## src/rtl/sdpram_burst_ctrl.sv

```systemverilog
// Burst controller sequencing the 32x256 dual-port row RAM: write bursts
// stream rows into port A, read bursts stream rows out of port B through a
// 2-entry output FIFO. One command at a time, done pulse per command.
module sdpram_burst_ctrl #(
    parameter int unsigned DATA_W = 256,
    parameter int unsigned ADDR_W = 5,
    parameter int unsigned LEN_W  = 6
) (
    input  logic              clk,
    input  logic              rst_n,
    input  logic              cmd_valid,
    output logic              cmd_ready,
    input  logic              cmd_write,
    input  logic [ADDR_W-1:0] cmd_addr,
    input  logic [LEN_W-1:0]  cmd_len,
    input  logic [DATA_W-1:0] in_data,
    input  logic              in_valid,
    output logic              in_ready,
    output logic [DATA_W-1:0] out_data,
    output logic              out_valid,
    input  logic              out_ready,
    output logic              busy,
    output logic              done,
    output logic [DATA_W-1:0] ram_d_a,
    output logic [ADDR_W-1:0] ram_addr_a,
    output logic              ram_wen_a,
    output logic [DATA_W-1:0] ram_d_b,
    output logic [ADDR_W-1:0] ram_addr_b,
    output logic              ram_wen_b,
    input  logic [DATA_W-1:0] ram_q_b
);

    localparam int unsigned     DEPTH   = 2 ** ADDR_W;
    localparam logic [LEN_W-1:0] MAX_LEN = LEN_W'(DEPTH);

    typedef enum logic [1:0] {
        S_IDLE,
        S_WRITE,
        S_READ,
        S_FINISH
    } state_t;

    state_t             state_q;
    state_t             state_d;

    logic [ADDR_W-1:0]  base_q;
    logic [LEN_W-1:0]   len_q;
    logic [LEN_W-1:0]   cnt_q;       // rows written (write) or reads issued (read)
    logic [LEN_W-1:0]   pop_cnt_q;   // rows delivered on the read stream
    logic               inflight_q;  // a RAM read is returning this cycle
    logic [1:0]         fifo_cnt_q;
    logic [1:0]         fifo_cnt_d;
    logic [DATA_W-1:0]  fifo0_q;     // FIFO head
    logic [DATA_W-1:0]  fifo1_q;

    logic               cmd_fire;
    logic               wr_beat;
    logic               pop;
    logic               issue;
    logic [LEN_W-1:0]   len_sat;
    logic [2:0]         occ;

    // Port B never writes; its address walks the issue counter
    assign ram_d_b    = '0;
    assign ram_wen_b  = 1'b0;
    assign ram_addr_b = base_q + ADDR_W'(cnt_q);
    assign out_data   = fifo0_q;

    // State register
    always_ff @(posedge clk or negedge rst_n) begin
        if (!rst_n) begin
            state_q <= S_IDLE;
        end else begin
            state_q <= state_d;
        end
    end

    // Next state, handshakes and read-issue decision
    always_comb begin
        state_d    = state_q;
        issue      = 1'b0;
        cmd_fire   = cmd_valid & cmd_ready;
        wr_beat    = in_valid & in_ready;
        pop        = out_valid & out_ready;
        len_sat    = (cmd_len > MAX_LEN) ? MAX_LEN : cmd_len;
        // Occupancy after this cycle's pop: entries held plus the row in flight
        occ        = 3'(fifo_cnt_q) + 3'(inflight_q) - 3'(pop);
        fifo_cnt_d = 2'(fifo_cnt_q + 2'(inflight_q) - 2'(pop));
        case (state_q)
            S_IDLE: begin
                if (cmd_fire) begin
                    if (len_sat == '0) begin
                        state_d = S_FINISH;
                    end else if (cmd_write) begin
                        state_d = S_WRITE;
                    end else begin
                        state_d = S_READ;
                    end
                end
            end
            S_WRITE: begin
                if (wr_beat && (cnt_q + LEN_W'(1) == len_q)) begin
                    state_d = S_FINISH;
                end
            end
            S_READ: begin
                issue = (cnt_q < len_q) && (occ < 3'd2);
                if (pop && (pop_cnt_q + LEN_W'(1) == len_q)) begin
                    state_d = S_FINISH;
                end
            end
            S_FINISH: begin
                state_d = S_IDLE;
            end
            default: begin
                state_d = S_IDLE;
            end
        endcase
    end

    // Command latch and burst counters
    always_ff @(posedge clk or negedge rst_n) begin
        if (!rst_n) begin
            base_q    <= '0;
            len_q     <= '0;
            cnt_q     <= '0;
            pop_cnt_q <= '0;
        end else if (cmd_fire) begin
            base_q    <= cmd_addr;
            len_q     <= len_sat;
            cnt_q     <= '0;
            pop_cnt_q <= '0;
        end else begin
            if (wr_beat || issue) begin
                cnt_q <= cnt_q + LEN_W'(1);
            end
            if (pop) begin
                pop_cnt_q <= pop_cnt_q + LEN_W'(1);
            end
        end
    end

    // Port A write register: one-cycle enable per accepted beat
    always_ff @(posedge clk or negedge rst_n) begin
        if (!rst_n) begin
            ram_wen_a  <= 1'b0;
            ram_addr_a <= '0;
            ram_d_a    <= '0;
        end else begin
            ram_wen_a <= wr_beat;
            if (wr_beat) begin
                ram_addr_a <= base_q + ADDR_W'(cnt_q);
                ram_d_a    <= in_data;
            end
        end
    end

    // Output FIFO: push returning RAM row, pop on read-stream handshake
    always_ff @(posedge clk or negedge rst_n) begin
        if (!rst_n) begin
            inflight_q <= 1'b0;
            fifo_cnt_q <= '0;
            fifo0_q    <= '0;
            fifo1_q    <= '0;
            out_valid  <= 1'b0;
        end else begin
            inflight_q <= issue;
            fifo_cnt_q <= fifo_cnt_d;
            out_valid  <= (fifo_cnt_d != 2'd0);
            case ({inflight_q, pop})
                2'b10: begin
                    if (fifo_cnt_q == 2'd0) begin
                        fifo0_q <= ram_q_b;
                    end else begin
                        fifo1_q <= ram_q_b;
                    end
                end
                2'b01: begin
                    fifo0_q <= fifo1_q;
                end
                2'b11: begin
                    if (fifo_cnt_q == 2'd1) begin
                        fifo0_q <= ram_q_b;
                    end else begin
                        fifo0_q <= fifo1_q;
                        fifo1_q <= ram_q_b;
                    end
                end
                default: begin
                end
            endcase
        end
    end

    // Registered status outputs decoded from the next state
    always_ff @(posedge clk or negedge rst_n) begin
        if (!rst_n) begin
            cmd_ready <= 1'b1;
            in_ready  <= 1'b0;
            busy      <= 1'b0;
            done      <= 1'b0;
        end else begin
            cmd_ready <= (state_d == S_IDLE);
            in_ready  <= (state_d == S_WRITE);
            busy      <= (state_d != S_IDLE);
            done      <= (state_d == S_FINISH);
        end
    end

endmodule

```

## config.mk

```make
export PLATFORM = sky130hd
export DESIGN_NAME = sdpram_burst_ctrl
export DESIGN_NICKNAME = d
export VERILOG_FILES = /design/src/rtl/sdpram_burst_ctrl.sv
export SDC_FILE = /design/constraint.sdc
export NUM_CORES = 2
export LEC_CHECK = 0
export BUFFER_PORTS_ARGS = -buffer_cell sky130_fd_sc_hd__buf_2
export CORE_AREA = 2 2 518 520
export CTS_BUF_LIST = sky130_fd_sc_hd__clkbuf_8
export CTS_CLUSTER_SIZE = 12
export DETAILED_ROUTE_END_ITERATION = 6
export DIE_AREA = 0 0 520 522
export SETUP_SLACK_MARGIN = 0.3
export SYNTH_ARGS = -nofsm -noshare
export SYNTH_HDL_FRONTEND = slang
export SYNTH_SLANG_ARGS = --single-unit
```

## constraint.sdc

```tcl
create_clock -name clk -period 3.2 [get_ports clk]
set_clock_uncertainty 0.2 [all_clocks]
set_input_delay 0.48 -clock clk [delete_from_list [all_inputs] [get_ports clk]]
set_output_delay 0.48 -clock clk [all_outputs]
set_load 0.01 [all_outputs]
```

### After elaboration in Yosys (flattened, before gate mapping)

Cells that the tools add are included.

| word-level totals | value |
|---|---|
| word-level logic and storage cells | 78 |
| register bits after elaboration | 807 |

| operators by class | value |
|---|---|
| add/subtract/negate cells | 7 |
| reduce and logical (&&, ||, !) cells | 16 |
| muxes and demuxes | 18 |
| equality and inequality tests | 14 |
| bitwise operators | 3 |
| $lt $le $gt $ge | 3 |

Operators with widths:

| operator | number |
|---|---|
| $mux 256 | 4 |
| $pmux 256 s3 | 1 |
| $pmux 256 s2 | 1 |
| $mux 6 | 5 |
| $add 6x1->6 const B | 2 |
| $eq 6x6->1 | 2 |
| $eq 2x2->1 const B | 5 |
| $mux 2 | 5 |
| $reduce_bool 2->1 | 5 |
| $eq 2x1->1 const B | 4 |
| $pmux 2 s4 | 1 |
| $gt 6x6->1 const B | 1 |
| $logic_not 2->1 | 3 |
| $logic_not 6->1 | 1 |
| $lt 6x6->1 | 1 |
| $ne 2x2->1 const B | 3 |
| $add 5x5->5 | 1 |
| $add 2x1->3 | 1 |
| $and 1x1->1 | 3 |
| $logic_and 1x1->1 | 3 |
| $lt 3x2->1 const B | 1 |
| $reduce_and 3->1 | 1 |
| $reduce_bool 3->1 | 1 |
| $sub 3x1->3 | 1 |
| 5 further kinds | 5 |

### Logic depth before layout (Yosys ltp)

| depth | value |
|---|---|
| depth in word-level cells | 8 |
| gate-level depth with buffers | 12 |
| gate-level depth less buffers | 11 |

### Least setup slack after synthesis

Ideal clock, no wire load.

| path | value |
|---|---|
| path type | input to register |
| start point | input out_ready |
| end point | register cnt_q[4] |
| path slack | 0.267 ns |
| required time | 2.922 ns |
| data arrival time | 2.655 ns |
| buffers on the path | 1 |
| stages on the path | 11 |
| path through | nand2_2 inv_2 ha_1 inv_1 ha_1 fa_1 nor4_4 a311oi_1 buf_2 or3_1 a21oi_1 |

| between the ends | value |
|---|---|
| word-level cells in the longest chain between the ends | 7 |

Ends and longest elaborated chain:

| what | RTL line | RTL |
|---|---|---|
| start: declaration | 21 | `input logic out_ready,` |
| $and 1x1->1 | 84 | `pop = out_valid & out_ready;` |
| $sub 3x1->3 | 87 | `occ = 3'(fifo_cnt_q) + 3'(inflight_q) - 3'(pop);` |
| $lt 3x2->1 | 107 | `issue = (cnt_q < len_q) && (occ < 3'd2);` |
| $logic_and 1x1->1 | 107 |  |
| $mux 1 | 89 | `case (state_q)` |
| $logic_or 1x1->1 | 134 | `if (wr_beat \|\| issue) begin` |
| $reduce_bool 2->1 (no line) | -- |  |
| end signal: assignment | 135 | `cnt_q <= cnt_q + LEN_W'(1);` |
| end: declaration | 48 | `logic [LEN_W-1:0] cnt_q;` |

No other way between the ends.
A chain may end at the register's enable or synchronous reset.

### Worst setup path in the final report

| path | value |
|---|---|
| start point | register cnt_q[0] |
| end point | output ram_addr_b[4] |

| between the ends | value |
|---|---|
| word-level cells in the longest chain between the ends | 1 |

Ends and longest elaborated chain:

| what | RTL line | RTL |
|---|---|---|
| $add 5x5->5 | 66 | `assign ram_addr_b = base_q + ADDR_W'(cnt_q);` |
| end: declaration | 28 | `output logic [ADDR_W-1:0] ram_addr_b,` |

No other way between the ends.

==> qor.yml <==
synthesis:
  synth-edff-count: 0
  syn_area_um2: 34700
  synthArstFlopShare_pct: 100
  yosys.cell_types.count: 49
  synth_cells: 2672
  ys_seq_elements: 807
  synth-main-ff-cell: "dfrtp_1"
  seq_area_frac_synth_pct: 58.2
  avgSynthCellArea_um2: 13.0
  ys_warn_count: 0
placement:
  hpwl_um: 108000
  io_buffers: 1056
  place_area_um2: 43700
  place_congestion: 0.937
  place_inst: 7220
setup_path:
  crit_type: "flip-flop to output port"
  cp_slowest_cell: "dfrtp_1"
  worst_path_most_repeated_cell: "inv_2"
  cp.depth: 8
  start_kind: "flip-flop"
  worstPathRequired_ns: 2.52
  rr_worst_depth: 11
  cpLargestDelayFamily: "adder cells"
  cp-end-kind: "output port"
  critPathArrivalTime_ns: 2.35
  path_buf_inv: 3
  crit_path_max_incr_delay_ns: 0.37
  crit_chain: "ha_2 > inv_2 > fa_2 > inv_2 > a21o_1 > a21oi_2 > xnor2_2 > buf_2"
  cp_max_fo: 2
final_layout:
  final_cells: 8095
  area_growth_syn_to_layout_pct: 52.8
  fin_area_um2: 53000
  nFillCells: 28672
  drive_gt1_share_pct: 42.5
  final_net_count: 4961
  multi_input_area_um2: 12800
  register_area_um2: 20200
  final_cell_mix: "1053 x buf_2, 804 x dfrtp_1, 578 x dlygate4sd3_1, 493 x mux2_2, 265 x nor2_1"
  mostFrequentLayoutCell: "buf_2"
sta:
  fmax_mhz: 330
  relSlewSlack_pct: 52.4
  worst_pin_slew_ns: 0.714
  setup_viol: 0
  period_minus_slack_ns: 3.03
  hold_viol: 0
  rsz0062_at_grt: "true"
  slew_viol_final: 0
  fin_crit_sh_pct: 94.8
die:
  die_area_um2: 271000
  initial_utilization_pct: 13.0
  fp.dieW_um: 520
  die_h_um: 522
  core_area_um2: 266000
  io_pins: 1314
  num_rows: 190
route:
  drt_iter0_markers: 1255
  wl_per_cell_um: 17.5
  drc: 191
  via_count: 27305
  dr.pass1.iters: 7
  drtAntennaViolNets: 0
  routed_via_density: 3.37
  wl_um: 142000
cts:
  clk_pin_slew_ns: 0.06
  numCtsBuffers: 156
  h-tree-depth: 4
  cts_max_path_buffers: 4
  cts-root-buf: "clkbuf_8"
  clock_sinks: 807
  clock_latency_ns: 0.93
  tritoncts: "done"
global_routing:
  track_usage_pct: 10.0
  grt_pass1_wl_um: 200000
  antenna_found_initial: 19
  grt_max_degree: 111
  grt_pass1_vias: 28932
  grt_overflow_total: 0
power_and_ir_drop:
  p_per_area_nw_per_um2: 921
  vdd.ir_drop.worst_mv: 0.592
  power.leakage_uw: 0.0242
outcome:
  status: "finished with violations"
  violations: "DRC"
hold_path:
  hold_path_class: "input pin to flip-flop"
  hold_depth: 3
run:
  drv_cap: 0
-- final timing paths --
| path | startpoint | end | slack, ns |
|---|---|---|---|
| max in group asynchronous | rst_n | out_data[130] | 1.77 |
| min | in_data[152] | ram_d_a[152] | 0.15 |
| max | cnt_q[0] | ram_addr_b[4] | 0.17 |
| min reg2reg | ram_addr_a[2] | ram_addr_a[2] | 0.29 |
| max reg2reg | out_valid | cnt_q[3] | 0.31 |
| min in group asynchronous | rst_n | fifo1_q[12] | 0.43 |
-- cell usage after synthesis (all sizes together), types with 2 or more instances --
| library cell | instances | share of area, % |
|---|---|---|
| nand2 | 28 | 0.31 |
| dfrtp | 806 | 58 |
| inv | 20 | 0.22 |
| nor2 | 265 | 2.9 |
| nand4 | 2 | 0.036 |
| mux2 | 515 | 17 |
| and3 | 2 | 0.036 |
| or3 | 5 | 0.094 |
| o32ai | 2 | 0.094 |
| a31o | 2 | 0.050 |
| xor2 | 9 | 0.23 |
| nor3 | 3 | 0.043 |
| nand3b | 5 | 0.11 |
| or2 | 2 | 0.036 |
| a21o | 3 | 0.065 |
| a31oi | 2 | 0.036 |
| ha | 14 | 0.50 |
| nand3 | 6 | 0.087 |
| o31ai | 3 | 0.065 |
| fa | 2 | 0.12 |
| a21oi | 267 | 3.8 |
| nor2b | 4 | 0.072 |
| xnor2 | 14 | 0.35 |
| mux2i | 256 | 7.4 |
| clkbuf | 35 | 0.38 |
| and2 | 3 | 0.054 |
| o21ai | 15 | 0.23 |
| buf | 368 | 7.4 |
-- kinds of logic after synthesis --
group           count (synthesis)  synth area share [%]
buf+inv                       423                  8.04
xor+xnor                       23                 0.580
simple gates                  331                  3.93
flops                         807                  58.2
compound gates                300                  4.55
other cells                     1                0.0108
mux                           771                  24.1
fa+ha+maj                      16                 0.620
-- power breakdown --
group | total, µW | switching, µW | internal, µW
combinational | 19700 | 11000 | 8710
sequential | 18400 | 3030 | 15400
clock | 10800 | 4950 | 5890
-- final cells by class --
class / instances / area share (%)
antenna: 12 / 0.0566
clock buffer: 191 / 4.96
clock inverter: 82 / 1.18
inverter: 20 / 0.156
multi-input combinational: 1698 / 24.2
sequential: 807 / 38.1
tap: 3552 / 8.38
timing repair buffer: 1733 / 23.0
-- registers in the layout (all words and copies together), names as in the netlist, 5 cells and up --
name        count
fifo1_q       256
ram_addr_a      5
out_data      256
cnt_q           6
len_q           6
pop_cnt_q       6
ram_d_a       256
base_q          5
-- per-stage QoR --
stage	hold WS [ns]	total power (µW)	setup TNS, ns	worst slack, ns	util [%]
final	0.149	48900	0	0.166	19.9
after floorplan	-0.0156	28100	0	0.338	-
after global routing	0.0466	51800	-0.0630	-0.0630	19.9
after CTS	0.000305	49600	-0.0339	-0.0339	19.9
after detailed placement	0.276	37500	0	0.114	16.4
after global placement	0.262	36900	-0.138	-0.0353	16.4
-- routing by layer --
metal	global-route usage (%)	vias up	wire length (µm)
met5	0	-	0
met3	2.79	291	9370
li1	-	12251	-
met4	4.94	0	7230
met2	17.7	1163	71100
met1	11.0	13600	54300
-- repair_timing --
| action | 4_1_cts | 5_1_grt |
|---|---|---|
| endpoints found under the setup margin | 8 | 9 |
| cloned | 1 | 0 |
| pin swaps | 10 | 7 |
| hold buffers | 579 | 0 |
| gates resized for setup | 24 | 11 |
| setup buffers | 8 | 2 |
| hold endpoints to repair | 1519 | 0 |
-- worst min-delay path, cell delays in order --
cell	delay, ns
dlygate4sd3_1	0.52
buf_2	0.09
mux2_2	0.13
Note: power is estimated with default switching activity, not from simulation.
